### config.mk
export PLATFORM = sky130hd
export DESIGN_NAME = i3c_pinm_in_sync_flat
export DESIGN_NICKNAME = d
export VERILOG_FILES = /design/src/rtl/i3c_pinm_pkg.sv /design/src/rtl/i3c_pinm_in_sync_if.sv /design/src/rtl/i3c_pinm_glitch_filt.sv /design/src/rtl/i3c_pinm_in_sync.sv /design/src/flat_wrapper.sv
export SDC_FILE = /design/constraint.sdc
export NUM_CORES = 1
export LEC_CHECK = 0
export ABC_AREA = 0
export CORE_UTILIZATION = 44
export CTS_BUF_LIST = sky130_fd_sc_hd__clkbuf_8
export DETAILED_ROUTE_END_ITERATION = 7
export PLACE_DENSITY = 0.67
export SYNTH_ARGS = -nofsm -noshare
export SYNTH_HDL_FRONTEND = slang
export SYNTH_SLANG_ARGS = --single-unit
export TNS_END_PERCENT = 100
### constraint.sdc
create_clock -name CLK -period 2.7 [get_ports CLK]
set_clock_uncertainty 0.1 [all_clocks]
set_input_delay 0.54 -clock CLK [delete_from_list [all_inputs] [get_ports CLK]]
set_output_delay 0.54 -clock CLK [all_outputs]
set_load 0.02 [all_outputs]
### src/rtl/i3c_pinm_pkg.sv
// Shared constants for the I3C pin-side input path: bit counter and spike-filter sizing.
// No logic, no latency.
package i3c_pinm_pkg;

  localparam int BITCNT_W     = 4;
  localparam int BIT_LAST     = 8;
  localparam int FILT_CYC_MAX = 7;
  localparam int FILT_CNT_W   = $clog2(FILT_CYC_MAX + 1);

endpackage

### src/rtl/i3c_pinm_in_sync_if.sv
// Pad inputs, enable and event/level outputs of the I3C input synchronizer.
// master = peripheral/pad side that drives pads and ena; slave = the synchronizer.
interface i3c_pinm_in_sync_if;

  logic       i_pad_SCL;
  logic       i_pad_SDA;
  logic       ena;
  logic       scl_f;
  logic       sda_f;
  logic       scl_rise;
  logic       scl_fall;
  logic       start_det;
  logic       stop_det;
  logic       bus_busy;
  logic       byte_vld;
  logic [7:0] byte_data;
  logic       ninth_vld;
  logic       ninth_bit;

  modport master (
    output i_pad_SCL, i_pad_SDA, ena,
    input  scl_f, sda_f, scl_rise, scl_fall, start_det, stop_det,
           bus_busy, byte_vld, byte_data, ninth_vld, ninth_bit
  );

  modport slave (
    input  i_pad_SCL, i_pad_SDA, ena,
    output scl_f, sda_f, scl_rise, scl_fall, start_det, stop_det,
           bus_busy, byte_vld, byte_data, ninth_vld, ninth_bit
  );

endinterface

### src/rtl/i3c_pinm_glitch_filt.sv
// One pad line: SYNC_STAGES-flop synchronizer then a FILT_CYC-cycle persistence filter.
// Latency SYNC_STAGES+FILT_CYC cycles; no backpressure, free-running.
module i3c_pinm_glitch_filt
  import i3c_pinm_pkg::*;
#(
  parameter int SYNC_STAGES = 2,
  parameter int FILT_CYC    = 3
) (
  input  logic CLK,
  input  logic RSTn,
  input  logic pad,
  output logic filt
);

  logic [SYNC_STAGES-1:0] sync_q;
  logic                   sync;

  // Idle bus is high, so the chain resets to 1 to avoid a false edge out of reset.
  always_ff @(posedge CLK or negedge RSTn) begin
    if (!RSTn) begin
      sync_q <= '1;
    end else begin
      sync_q <= {sync_q[SYNC_STAGES-2:0], pad};
    end
  end

  assign sync = sync_q[SYNC_STAGES-1];

  if (FILT_CYC == 0) begin : g_bypass
    assign filt = sync;
  end else begin : g_filt
    logic [FILT_CNT_W-1:0] cnt;
    logic                  filt_q;

    // Flip on the FILT_CYC-th consecutive differing sample; any agreeing sample restarts the count.
    always_ff @(posedge CLK or negedge RSTn) begin
      if (!RSTn) begin
        cnt    <= '0;
        filt_q <= 1'b1;
      end else if (sync == filt_q) begin
        cnt <= '0;
      end else if (cnt == FILT_CNT_W'(FILT_CYC - 1)) begin
        cnt    <= '0;
        filt_q <= sync;
      end else begin
        cnt <= cnt + 1'b1;
      end
    end

    assign filt = filt_q;
  end

endmodule

### src/rtl/i3c_pinm_in_sync.sv
// SCL/SDA pad input path: filtered levels, START/STOP/edge pulses, byte + 9th-bit assembly.
// Pulses are registered, 1 cycle after the filtered change; no backpressure.
module i3c_pinm_in_sync
  import i3c_pinm_pkg::*;
#(
  parameter int SYNC_STAGES = 2,
  parameter int FILT_CYC    = 3
) (
  input logic               CLK,
  input logic               RSTn,
  i3c_pinm_in_sync_if.slave bus
);

  localparam logic [BITCNT_W-1:0] BIT_NINTH = BITCNT_W'(BIT_LAST);
  localparam logic [BITCNT_W-1:0] BIT_DATA  = BITCNT_W'(BIT_LAST - 1);

  logic                scl_f, sda_f, scl_d, sda_d;
  logic                rise_c, fall_c, start_c, stop_c;
  logic                scl_rise_q, scl_fall_q, start_q, stop_q;
  logic                busy_q, byte_vld_q, ninth_vld_q, ninth_q;
  logic [BITCNT_W-1:0] bit_cnt;
  logic [6:0]          shift_q;
  logic [7:0]          byte_q;

  i3c_pinm_glitch_filt #(.SYNC_STAGES(SYNC_STAGES), .FILT_CYC(FILT_CYC)) u_scl_filt (
    .CLK (CLK), .RSTn(RSTn), .pad(bus.i_pad_SCL), .filt(scl_f)
  );

  i3c_pinm_glitch_filt #(.SYNC_STAGES(SYNC_STAGES), .FILT_CYC(FILT_CYC)) u_sda_filt (
    .CLK (CLK), .RSTn(RSTn), .pad(bus.i_pad_SDA), .filt(sda_f)
  );

  always_ff @(posedge CLK or negedge RSTn) begin
    if (!RSTn) begin
      scl_d <= 1'b1;
      sda_d <= 1'b1;
    end else begin
      scl_d <= scl_f;
      sda_d <= sda_f;
    end
  end

  // Requiring SCL high in both cycles masks START/STOP when SCL and SDA move together.
  always_comb begin
    rise_c  = scl_f & ~scl_d;
    fall_c  = ~scl_f & scl_d;
    start_c = scl_f & scl_d & sda_d & ~sda_f;
    stop_c  = scl_f & scl_d & ~sda_d & sda_f;
  end

  always_ff @(posedge CLK or negedge RSTn) begin
    if (!RSTn) begin
      scl_rise_q <= 1'b0;
      scl_fall_q <= 1'b0;
      start_q    <= 1'b0;
      stop_q     <= 1'b0;
    end else begin
      scl_rise_q <= bus.ena & rise_c;
      scl_fall_q <= bus.ena & fall_c;
      start_q    <= bus.ena & start_c;
      stop_q     <= bus.ena & stop_c;
    end
  end

  // Bus conditions take priority over a coincident capture so a partial byte is dropped.
  always_ff @(posedge CLK or negedge RSTn) begin
    if (!RSTn) begin
      busy_q      <= 1'b0;
      bit_cnt     <= '0;
      shift_q     <= '0;
      byte_q      <= '0;
      byte_vld_q  <= 1'b0;
      ninth_vld_q <= 1'b0;
      ninth_q     <= 1'b0;
    end else begin
      byte_vld_q  <= 1'b0;
      ninth_vld_q <= 1'b0;
      if (!bus.ena) begin
        busy_q  <= 1'b0;
        bit_cnt <= '0;
      end else if (start_c) begin
        busy_q  <= 1'b1;
        bit_cnt <= '0;
      end else if (stop_c) begin
        busy_q  <= 1'b0;
        bit_cnt <= '0;
      end else if (scl_rise_q && busy_q) begin
        if (bit_cnt == BIT_NINTH) begin
          ninth_q     <= sda_f;
          ninth_vld_q <= 1'b1;
          bit_cnt     <= '0;
        end else begin
          shift_q <= {shift_q[5:0], sda_f};
          bit_cnt <= bit_cnt + 1'b1;
          if (bit_cnt == BIT_DATA) begin
            byte_q     <= {shift_q, sda_f};
            byte_vld_q <= 1'b1;
          end
        end
      end
    end
  end

  assign bus.scl_f     = scl_f;
  assign bus.sda_f     = sda_f;
  assign bus.scl_rise  = scl_rise_q;
  assign bus.scl_fall  = scl_fall_q;
  assign bus.start_det = start_q;
  assign bus.stop_det  = stop_q;
  assign bus.bus_busy  = busy_q;
  assign bus.byte_vld  = byte_vld_q;
  assign bus.byte_data = byte_q;
  assign bus.ninth_vld = ninth_vld_q;
  assign bus.ninth_bit = ninth_q;

endmodule

### src/flat_wrapper.sv
// flat-port wrapper written by rule: the top's interface ports become plain ports
module i3c_pinm_in_sync_flat import i3c_pinm_pkg::*;
#(
  parameter int SYNC_STAGES = 2,
  parameter int FILT_CYC    = 3
)
  (CLK, RSTn, bus_i_pad_SCL, bus_i_pad_SDA, bus_ena, bus_scl_f, bus_sda_f, bus_scl_rise, bus_scl_fall, bus_start_det, bus_stop_det, bus_bus_busy, bus_byte_vld, bus_byte_data, bus_ninth_vld, bus_ninth_bit);
  i3c_pinm_in_sync_if bus_i ();
  input logic CLK;
  input logic RSTn;
  input wire logic [$bits(bus_i.i_pad_SCL)-1:0] bus_i_pad_SCL;
  input wire logic [$bits(bus_i.i_pad_SDA)-1:0] bus_i_pad_SDA;
  input wire logic [$bits(bus_i.ena)-1:0] bus_ena;
  output wire logic [$bits(bus_i.scl_f)-1:0] bus_scl_f;
  output wire logic [$bits(bus_i.sda_f)-1:0] bus_sda_f;
  output wire logic [$bits(bus_i.scl_rise)-1:0] bus_scl_rise;
  output wire logic [$bits(bus_i.scl_fall)-1:0] bus_scl_fall;
  output wire logic [$bits(bus_i.start_det)-1:0] bus_start_det;
  output wire logic [$bits(bus_i.stop_det)-1:0] bus_stop_det;
  output wire logic [$bits(bus_i.bus_busy)-1:0] bus_bus_busy;
  output wire logic [$bits(bus_i.byte_vld)-1:0] bus_byte_vld;
  output wire logic [$bits(bus_i.byte_data)-1:0] bus_byte_data;
  output wire logic [$bits(bus_i.ninth_vld)-1:0] bus_ninth_vld;
  output wire logic [$bits(bus_i.ninth_bit)-1:0] bus_ninth_bit;
  assign bus_i.i_pad_SCL = bus_i_pad_SCL;
  assign bus_i.i_pad_SDA = bus_i_pad_SDA;
  assign bus_i.ena = bus_ena;
  assign bus_scl_f = bus_i.scl_f;
  assign bus_sda_f = bus_i.sda_f;
  assign bus_scl_rise = bus_i.scl_rise;
  assign bus_scl_fall = bus_i.scl_fall;
  assign bus_start_det = bus_i.start_det;
  assign bus_stop_det = bus_i.stop_det;
  assign bus_bus_busy = bus_i.bus_busy;
  assign bus_byte_vld = bus_i.byte_vld;
  assign bus_byte_data = bus_i.byte_data;
  assign bus_ninth_vld = bus_i.ninth_vld;
  assign bus_ninth_bit = bus_i.ninth_bit;
  i3c_pinm_in_sync #(.SYNC_STAGES(SYNC_STAGES), .FILT_CYC(FILT_CYC)) u_core (.CLK(CLK), .RSTn(RSTn), .bus(bus_i));
endmodule
==> qor.csv <==
metric,value,unit
RSZ-0062 raised after global routing,false,
Pre-antenna DRT Iters,4,
largest net degree at the start of global routing,42,
initial antenna violation count,0,
Yosys reg bits,41,
Final nets,152,
number of diodes,0,
CTS Hold Bufs,0,
Worst-Margin Slew,0.8745,ns
slew margin rel.,0.4170,
RePlAce Congestion,0.7343,
first-pass GRT wire length,4340,um
Critical Path RT,2.06,ns
CP arrival,1.59,ns
Syn. warnings,0,
clk root buf,clkbuf_8,
P_int,1120,uW
share of the synthesized area in the top cell type,0.5116,
Area growth syn-to-layout,22.71,%
# clock sinks,41,
leak pwr,0.0008881,uW
Crit. End Element,primary output,
Gate power share,0.193,
cell taking the most area after synthesis,dfrtp_1,
Multi-input gate area,551.8,um^2
"Seq/Total Area, Yosys",0.6419,
"Net Count, Synth",124,
Initial Util,0.4725,
Pwr per Cell Area,786.2,nW/um^2
Startpoint Class,register,
"Critical Path, Cell by Cell",clkdlybuf4s50_1,
GRT Overall Usage,0.1456,
Fin. Hold Viols,0,
status,"complete, no violations",
Rows,21,
VDD IR max,0.4697,mV
max cap viols,0,
crit path max fanout,10,
vias per cell,4.943,
drt total wl,2369,um
fill count,281,
DRC viols,0,
GRT overflow,0,
crit path kind,reg2out,
CTS Buffer Depth,2,
vias in the first global route,956,
full die area,3914,um^2
"Buf+Inv Stages, Crit Path",1,
TNS Setup,0,ns
Finish-stage setup viols,0,
io pins,23,
Post-Syn Area,1614,um^2
Sequential Power Share,0.535,
Critical Path Slowest Stage Cell,dfstp_2,
final core occ,0.5799,
Place WS,0.3227,ns
CP top delay family,flip-flops,
Die Wd,62.57,um
switch share,0.2809,
Clock Latency Late Sink,0.29,ns
Yosys cell types,27,
max-slew violations,0,
layout cells sized above 1,0.2808,
Final period util,0.8260,
syn avg cell area,13.80,um^2
hpwl dp,1646,um
vias,949,
sequential cell area,1036,um^2
CTS tree,done,
switching pwr,437.4,uW
postcts setup bufs,0,
"top cells by area, synth","dfrtp_1 (51%), mux2_2 (13%), dfstp_2 (13%)",
Clk pwr share,0.273,
Clock transition at path regs,0.07,ns
"commonest non-fill, non-tap cell in the layout",dfrtp_1,
H-tree levels,2,
"Worst Setup Slack, final",0.4698,ns
routed length per instance,12.34,um
most frequent cells in the layout,"dfrtp_1 (33), clkdlybuf4s50_1 (21), mux2_2 (19)",
Port Buffers,22,
hold slack,0.2569,ns
min Tclk post-route,2.230,ns
CP max stage delay,0.66,ns
worst min path class,reg2reg,
CTS buffer count,5,
core area,3416,um^2
fmax,448.4,MHz
chip height,62.57,um
Post-DRT Antenna Nets,0,
Starting DRT DRC Count,41,
Syn Inst Count,117,
post-cts sizing count,0,
==> area by class of cell <==
cell class                 count  area share
clock buffer                   7     0.04864
timing repair buffer          23      0.1124
sequential                    41      0.5231
clock inverter                 1    0.002527
inverter                       3    0.005685
multi-input combinational     71      0.2786
tap                           46     0.02906
==> routing by layer <==
layer  vias up  global-route usage  wire, um  share of wire
met5         -                   0         0              0
met4         0             0.06977        53          0.022
met3         4             0.03832        80          0.034
met2        16              0.2269      1160           0.49
met1       469              0.1890      1075           0.45
li1        460                   -         -              -
==> logic make-up (layout without fill, tap and decap cells) <==
kind of cell | after synthesis | after routing | synth area share
adder cells (fa/ha/maj) | 2 | 2 | 0.01550
buffers and inverters | 5 | 34 | 0.01628
multiplexers | 19 | 19 | 0.1326
AO/OA/AOI/OAI | 9 | 9 | 0.03256
AND/OR/NAND/NOR | 36 | 36 | 0.1295
flip-flops | 41 | 41 | 0.6419
XOR/XNOR | 5 | 5 | 0.03179
==> sequential cells by signal (all words and copies together), names as in the netlist, 2 cells and up <==
signal                        cells
u_core.bus.byte_data              8
u_core.shift_q                    7
u_core.bit_cnt                    4
u_core.u_scl_filt.g_filt.cnt      3
u_core.u_sda_filt.g_filt.cnt      3
u_core.u_scl_filt.sync_q          2
u_core.u_sda_filt.sync_q          2
==> synth_stat cells <==
master    count
a21oi_1       5
dfstp_2       8
nor4b_4       1
o21bai_1      1
nand2_1       7
xnor2_1       2
nor2_1        8
nor3_2        1
buf_6         1
inv_1         3
and3b_1       2
nor3b_1       3
nand3_1       4
xnor2_2       1
nor2b_1       3
clkbuf_1      1
o21ai_0       1
nand3b_1      1
ha_1          2
dfrtp_1      33
xor2_1        2
nor3_1        4
a31oi_1       1
mux2_2       19
o21ai_2       1
nand4_1       1
nand2b_1      1
==> final timing paths <==
kind / startpoint / endpoint / slack [ns] / cells past startpoint
min in group asynchronous: RSTn / u_core.bus.byte_data[0] / 0.27 / 1
max: u_core.u_sda_filt.filt / bus_sda_f / 0.47 / 1
min reg2reg: u_core.u_scl_filt.sync_q[0] / u_core.u_scl_filt.sync_q[1] / 0.26 / 0
max reg2reg: u_core.u_sda_filt.filt / u_core.shift_q[2] / 0.61 / 4
max in group asynchronous: RSTn / u_core.bus.byte_data[6] / 1.69 / 1
min: u_core.u_scl_filt.sync_q[0] / u_core.u_scl_filt.sync_q[1] / 0.26 / 0
==> power by group through the flow <==
stage / Combinational (uW) / Clock [uW] / Sequential, uW
floorplan: 197 / 0 / 847
global placement: 294 / 0 / 839
detailed placement: 302 / 0 / 847
CTS: 303 / 440 / 836
global route: 330 / 466 / 856
finish: 300 / 425 / 832
==> stage by stage <==
stage	cells	area, um^2	total power, uW
6_report	192	1981	1557
3_5_place_dp	184	1879	1149
3_3_place_gp	184	1879	1133
4_1_cts	192	1981	1578
2_1_floorplan	117	1614	1044
5_1_grt	192	1981	1652
No activity file was read; power rests on OpenSTA's default activity.
